**src/rtl/mask_index_encoder.sv**
```systemverilog
// rtl/mask_index_encoder.sv - streams the index of every set bit of a mask, lowest first
module mask_index_encoder #(
  parameter int N = 8,
  localparam int W = $clog2(N)
) (
  input  logic         clk,
  input  logic         rst_n,
  input  logic         ena,
  input  logic [N-1:0] in,
  input  logic         in_valid,
  output logic         in_ready,
  output logic [W-1:0] out,
  output logic         out_valid,
  input  logic         out_ready,
  output logic         out_last,
  output logic         empty
);

  localparam logic [0:0] IDLE = 1'b0;
  localparam logic [0:0] EMIT = 1'b1;

  logic [0:0]   state_q, state_d;
  logic [N-1:0] mask_q, mask_d;
  logic         empty_q, empty_d;
  logic [N-1:0] mask_clr;
  logic [W-1:0] low_idx;
  logic         single;

  // Dropping the lowest set bit; a mask whose remainder is zero had exactly one bit left.
  assign mask_clr = mask_q & (mask_q - N'(1));
  assign single   = (mask_q != '0) && (mask_clr == '0);

  assign in_ready  = (state_q == IDLE) && ena;
  assign out_valid = (state_q == EMIT) && ena;
  assign out       = low_idx;
  assign out_last  = out_valid && single;
  assign empty     = empty_q;

  // Priority scan from the top so the lowest set bit wins; zero mask yields index 0.
  always_comb begin
    low_idx = '0;
    for (int i = N - 1; i >= 0; i--) begin
      if (mask_q[i]) low_idx = W'(i);
    end
  end

  // Next-state: accept a mask in IDLE, peel one bit per output transfer in EMIT.
  always_comb begin
    state_d = state_q;
    mask_d  = mask_q;
    empty_d = 1'b0;
    if (in_ready && in_valid) begin
      if (in != '0) begin
        mask_d  = in;
        state_d = EMIT;
      end else begin
        empty_d = 1'b1;
      end
    end
    if (out_valid && out_ready) begin
      mask_d = mask_clr;
      if (single) state_d = IDLE;
    end
  end

  // State registers; ena=0 keeps handshakes low so everything holds except the empty pulse.
  always_ff @(posedge clk or negedge rst_n) begin
    if (!rst_n) begin
      state_q <= IDLE;
      mask_q  <= '0;
      empty_q <= 1'b0;
    end else begin
      state_q <= state_d;
      mask_q  <= mask_d;
      empty_q <= empty_d;
    end
  end

endmodule

```
**config.mk**
```make
export PLATFORM = sky130hd
export DESIGN_NAME = mask_index_encoder
export DESIGN_NICKNAME = d
export VERILOG_FILES = /design/src/rtl/mask_index_encoder.sv
export SDC_FILE = /design/constraint.sdc
export NUM_CORES = 1
export LEC_CHECK = 0
export CAP_MARGIN = 20
export CORE_ASPECT_RATIO = 0.8
export CORE_UTILIZATION = 40
export CTS_CLUSTER_DIAMETER = 120
export DETAILED_ROUTE_END_ITERATION = 6
export GPL_TIMING_DRIVEN = 0
export PLACE_DENSITY = 0.71
export SLEW_MARGIN = 20
export SYNTH_ARGS = -nofsm -noshare
export SYNTH_HDL_FRONTEND = slang
export SYNTH_SLANG_ARGS = --single-unit
export TNS_END_PERCENT = 30
```
**constraint.sdc**
```tcl
create_clock -name clk -period 1.9 [get_ports clk]
set_input_delay 0.38 -clock clk [delete_from_list [all_inputs] [get_ports clk]]
set_output_delay 0.38 -clock clk [all_outputs]
set_load 0.02 [all_outputs]
```
==> metrics, run 1 <==
run status=complete, but fails checks; failing checks=negative setup slack; placed insts=112; hold_buf cts=0; initial antenna violation count=0; die area=1810 um^2; Max Clock Freq=0.479 GHz; PwrDens=1610 nW/um^2; Mapped Nets=85; top post-synthesis cells by area=dfrtp_1 38%, a32o_2 6.9%, nand2_1 5.1%; Die Y=38.2 um; Root Driver=clkbuf_4; Wirelength per Cell=12.9 um; H-Tree Depth=1; worst vdd ir=0.917 mV; Slew @ Worst Pin=486 ps; clock network power share=12.6%; crit-path leading delay family=simple AND/OR/NAND/NOR gates; largest net degree at the start of global routing=11; Starting Density=45.1%; Pint=889 uW; vias in the first global route=544; arrival time worst endpoint=1710 ps; Die X=47.3 um; # nets final=112; first-pass GRT wire length=2470 um; Seq/Total Area, Yosys=38.1%; Cell Rows=12; Vias/cell=5.31; Yosys cell types=35; Worst Skew=10.6 ps; most frequent cells in the layout=13 x clkdlybuf4s50_1, 8 x nand2_1, 8 x dfrtp_1; #FFs+latches synth=10; min Tclk post-route=2090 ps; non-filler cells, final=119; prevailing post-synth register cell=dfrtp_1; slowest CP cell=or4_4; DRC=0; CP endpoint kind=primary output; fin crit share=110%; DP Worst Slack=-397 ps; net switching power=663 uW; grt ovf=0; Final ANT Viol Nets=0; first-pass iteration count of the detailed router=4; io pins=20; CP Data Required Time=1520 ps; Crit path largest cell delay=510 ps; Synth Warn #=0; Slew HR=67.5%; Global Route Usage Sum=20.4%; Via Count=632; Max-Cap Viols=0; RSZ-0062 raised after global routing=yes; CTS tree=built; final hold violations=0; type of element launching the critical path=flop; hpwl dp=1090 um; crit-path cells=buf_6 > or4_4 > nand2_2 > nand3_2 > and3_4 > buf_6; initial DRC count=17; Most Frequent Cell on Critical Path=buf_6; max-slew violations=0; Cell Area, Synth=657 um^2; share of cells above drive strength 1=33.7%; Post-synth EDFFs=0; Clock transition at path regs=80 ps; Leakage=0.000431 uW; area grow syn2layout=46.9%; DRT Wirelength=1530 um; largest area contributor in the netlist=dfrtp_1; Mapped Cells=72; Post-synth ARST share=100%; Post-DP Area=873 um^2; sequential power share=26.9%; diode count=0; Yosys top cell area share=38.1%; Final GP Congestion=0.807; Overall Power=1550 uW; CTS Buffer Depth=2; commonest non-fill, non-tap cell in the layout=clkdlybuf4s50_1; Final Setup Violations=3; Combinational Power Share=60.4%; port bufs=19; Sw Share=42.7%; clock sinks=10; syn avg cell area=9.12 um^2; CP Max Fanout=5; smallest hold slack=433 ps; Worst Setup Slack, final=-186 ps; Buf/Inv on CP=2; critical path type=reg -> out; Skew-Pair Late Insertion Delay=270 ps; CORE AREA=1460 um^2; design area=965 um^2; CTS buffer count=3; worst min path class=in -> async
state kept, by name, summed over array words and instances, names as in the netlist:
signal	count
mask_q	8
state_q	1
empty	1
routing by layer:
| layer | global-route usage, % | share of wire (%) | up-vias |
|---|---|---|---|
| li1 | - | - | 319 |
| met1 | 28.2 | 49 | 300 |
| met2 | 31.5 | 47 | 13 |
| met3 | 5.66 | 3.8 | 0 |
| met4 | 4.29 | 0 | 0 |
| met5 | 0 | 0 | - |
final timing paths:
| check | start | cells past startpoint | to | slack (ps) |
|---|---|---|---|---|
| worst max-delay path | mask_q[1] | 6 | out_last | -190 |
| worst min-delay path | rst_n | 1 | mask_q[5] | 430 |
| worst max register to register | mask_q[1] | 5 | mask_q[7] | 440 |
| worst min register to register | state_q | 2 | state_q | 590 |
| max in group asynchronous | rst_n | 1 | mask_q[2] | 1100 |
| min in group clk | state_q | 2 | state_q | 590 |
cells in the mapped netlist (2+ instances only):
| cell | count |
|---|---|
| a21oi_1 | 2 |
| a32o_2 | 4 |
| and2_1 | 2 |
| and3_1 | 2 |
| buf_2 | 2 |
| dfrtp_1 | 10 |
| inv_1 | 4 |
| nand2_1 | 9 |
| nand2b_1 | 2 |
| nand3_1 | 3 |
| nor2_1 | 4 |
| o211ai_1 | 2 |
| o21ai_0 | 3 |
| or4_4 | 2 |
cell type report:
| class | count | area (um^2) |
|---|---|---|
| timing repair buffer | 22 | 205 |
| sequential | 10 | 253 |
| clock buffer | 4 | 36.3 |
| fill | 145 | 492 |
| buffer | 4 | 25.0 |
| tap | 21 | 26.3 |
| multi-input combinational | 54 | 404 |
| inverter | 4 | 15.0 |
stage by stage:
stage               util (%)  TNS [ps]
global route            66.2      -571
detailed placement      60.0     -1670
floorplan                  -         0
finish                  66.2      -373
CTS                     65.4      -405
global placement        60.0     -1480
power by group through the flow:
| stage | Clock, uW | Combinational (uW) | Sequential (uW) |
|---|---|---|---|
| 6_report | 196 | 938 | 418 |
| 5_1_grt | 210 | 1020 | 436 |
| 4_1_cts | 203 | 915 | 407 |
| 3_5_place_dp | 0 | 837 | 400 |
| 3_3_place_gp | 0 | 825 | 395 |
| 2_1_floorplan | 0 | 572 | 373 |
cell families after synthesis:
group	after synthesis	synth area share, %
flip-flops	10	38.1
AO/OA/AOI/OAI	17	21.7
adder cells (fa/ha/maj)	1	1.52
buffers and inverters	8	6.09
XOR/XNOR	1	1.33
AND/OR/NAND/NOR	35	31.2
timing repair:
| item | 4_1_cts | 5_1_grt |
|---|---|---|
| pin swaps | 1 | 0 |
| endpoints found under the hold margin | 0 | 0 |
| endpoints found under the setup margin | 6 | 4 |
| buffers inserted | 2 | 1 |
| resized for setup | 27 | 5 |
No activity file was read; power rests on OpenSTA's default activity.
==> run 2, diff against run 1 <==
--- a/config.mk
+++ b/config.mk
@@ -12,6 +12,7 @@
 export DETAILED_ROUTE_END_ITERATION = 6
 export GPL_TIMING_DRIVEN = 0
 export PLACE_DENSITY = 0.71
+export RECOVER_POWER = 50
 export SLEW_MARGIN = 20
 export SYNTH_ARGS = -nofsm -noshare
 export SYNTH_HDL_FRONTEND = slang
==> metrics, run 2 (synthesis results as in run 1) <==
Root Driver=clkbuf_4; Sw Share=42.8%; Stages on worst setup path=6; worst min path class=in -> async; vias in the first global route=544; Starting Density=45.1%; Reg area=253 um^2; CORE AREA=1460 um^2; largest net degree at the start of global routing=11; DRT Wirelength=1530 um; Slew @ Worst Pin=493 ps; net switching power=663 uW; hold_buf cts=0; max FFs per register=8; CTS Buffer Depth=2; DRC=0; CP endpoint kind=primary output; max-slew violations=0; Vias/cell=5.31; arrival time worst endpoint=1700 ps; most frequent cells in the layout=11 x clkdlybuf4s50_1, 8 x nand2_1, 8 x dfrtp_1; port bufs=19; initial DRC count=20; Finished Core Util=66.0%; area of the multi-input gates=400 um^2; Max Clock Freq=0.480 GHz; worst vdd ir=0.916 mV; sequential power share=27.0%; Most Frequent Cell on Critical Path=buf_6; CTS tree=built; CP Data Required Time=1520 ps; CP Max Fanout=5; grt ovf=0; Max-Cap Viols=0; Skew-Pair Late Insertion Delay=270 ps; Die Y=38.2 um; Crit path largest cell delay=510 ps; Reg with most FFs=mask_q; hpwl dp=1090 um; type of element launching the critical path=flop; first-pass GRT wire length=2470 um; H-Tree Depth=1; clock network power share=12.6%; min Tclk post-route=2080 ps; PwrDens=1610 nW/um^2; Pint=888 uW; Clock transition at path regs=80 ps; Leakage=0.000433 uW; Combinational Power Share=60.4%; smallest hold slack=504 ps; run status=complete, but fails checks; initial antenna violation count=0; diode count=0; Cell Rows=12; share of cells above drive strength 1=32.7%; Die X=47.3 um; Worst Setup Slack, final=-184 ps; critical path type=reg -> out; CTS buffer count=3; commonest non-fill, non-tap cell in the layout=clkdlybuf4s50_1; RSZ-0062 raised after global routing=yes; fillers=145; fin crit share=110%; Via Count=632; Final GP Congestion=0.807; # nets final=112; area grow syn2layout=46.3%; Buf/Inv on CP=2; Worst Skew=10.6 ps; Final ANT Viol Nets=0; Wirelength per Cell=12.8 um; Slew HR=67.0%; io pins=20; first-pass iteration count of the detailed router=4; failing checks=negative setup slack; Final Setup Violations=3; die area=1810 um^2; final hold violations=0; clock sinks=10; cell count of the worst reg-to-reg path=5; slowest CP cell=or4_4; crit-path leading delay family=simple AND/OR/NAND/NOR gates; Global Route Usage Sum=20.4%; crit-path cells=buf_6 > or4_4 > nand2_2 > nand3_2 > and3_4 > buf_6
==> run 2: cell types whose count changed in the layout (fill, tap and decap cells not counted) <==
cell,change
dlygate4sd3_1,+2
or4_1,+1
or4_4,-1
clkdlybuf4s50_1,-2
==> run 2: final cells by class <==
| type | instances | share of cell area [%] |
|---|---|---|
| buffer | 4 | 2.60 |
| clock buffer | 4 | 3.78 |
| inverter | 4 | 1.56 |
| multi-input combinational | 54 | 41.7 |
| sequential | 10 | 26.3 |
| tap | 21 | 2.73 |
| timing repair buffer | 22 | 21.4 |
==> run 2: metrics by stage <==
step                      std cells  worst slack (ps)  setup TNS [ps]  total power, uW  instance area, um^2
after floorplan                  72               150               0              946                  657
after global placement          112              -396           -1480             1220                  873
after detailed placement        112              -397           -1670             1240                  873
after CTS                       118              -203            -405             1530                  952
after global routing            119              -247            -571             1660                  961
final                           119              -184            -368             1550                  961
==> run 2: power by group through the flow <==
stage / clock, uW / sequential, uW / combinational [uW]
CTS: 203 / 407 / 915
finish: 196 / 419 / 936
global placement: 0 / 395 / 825
detailed placement: 0 / 400 / 837
global route: 210 / 436 / 1020
floorplan: 0 / 373 / 572
==> run 2: routing by layer <==
| metal | track usage (%) | vias to the layer above | wire, um |
|---|---|---|---|
| met5 | 0 | - | 0 |
| met4 | 4.29 | 0 | 0 |
| met3 | 5.66 | 0 | 85 |
| met2 | 31.5 | 17 | 705 |
| met1 | 28.2 | 297 | 734 |
| li1 | - | 318 | - |
==> run 2: path summary, 6_finish.rpt <==
kind	from	end	slack (ps)
min in group clk	state_q	state_q	590
max in group asynchronous	rst_n	mask_q[2]	1020
setup / recovery	mask_q[1]	out_last	-180
setup reg to reg	mask_q[1]	mask_q[7]	450
hold / removal	rst_n	mask_q[5]	500
hold reg to reg	state_q	state_q	590
==> run 2: timing repair <==
action	CTS	global route
pin swaps	1	0
cloned	0	0
buffers inserted	2	1
setup endpoints to repair	6	4
resized for setup	27	5
==> run 3, diff against run 2 <==
--- a/config.mk
+++ b/config.mk
@@ -9,6 +9,7 @@
 export CORE_ASPECT_RATIO = 0.8
 export CORE_UTILIZATION = 40
 export CTS_CLUSTER_DIAMETER = 120
+export CTS_CLUSTER_SIZE = 24
 export DETAILED_ROUTE_END_ITERATION = 6
 export GPL_TIMING_DRIVEN = 0
 export PLACE_DENSITY = 0.71
==> results of run 3 <==
No change in the layout: final DEF, timing and power equal those of run 2.
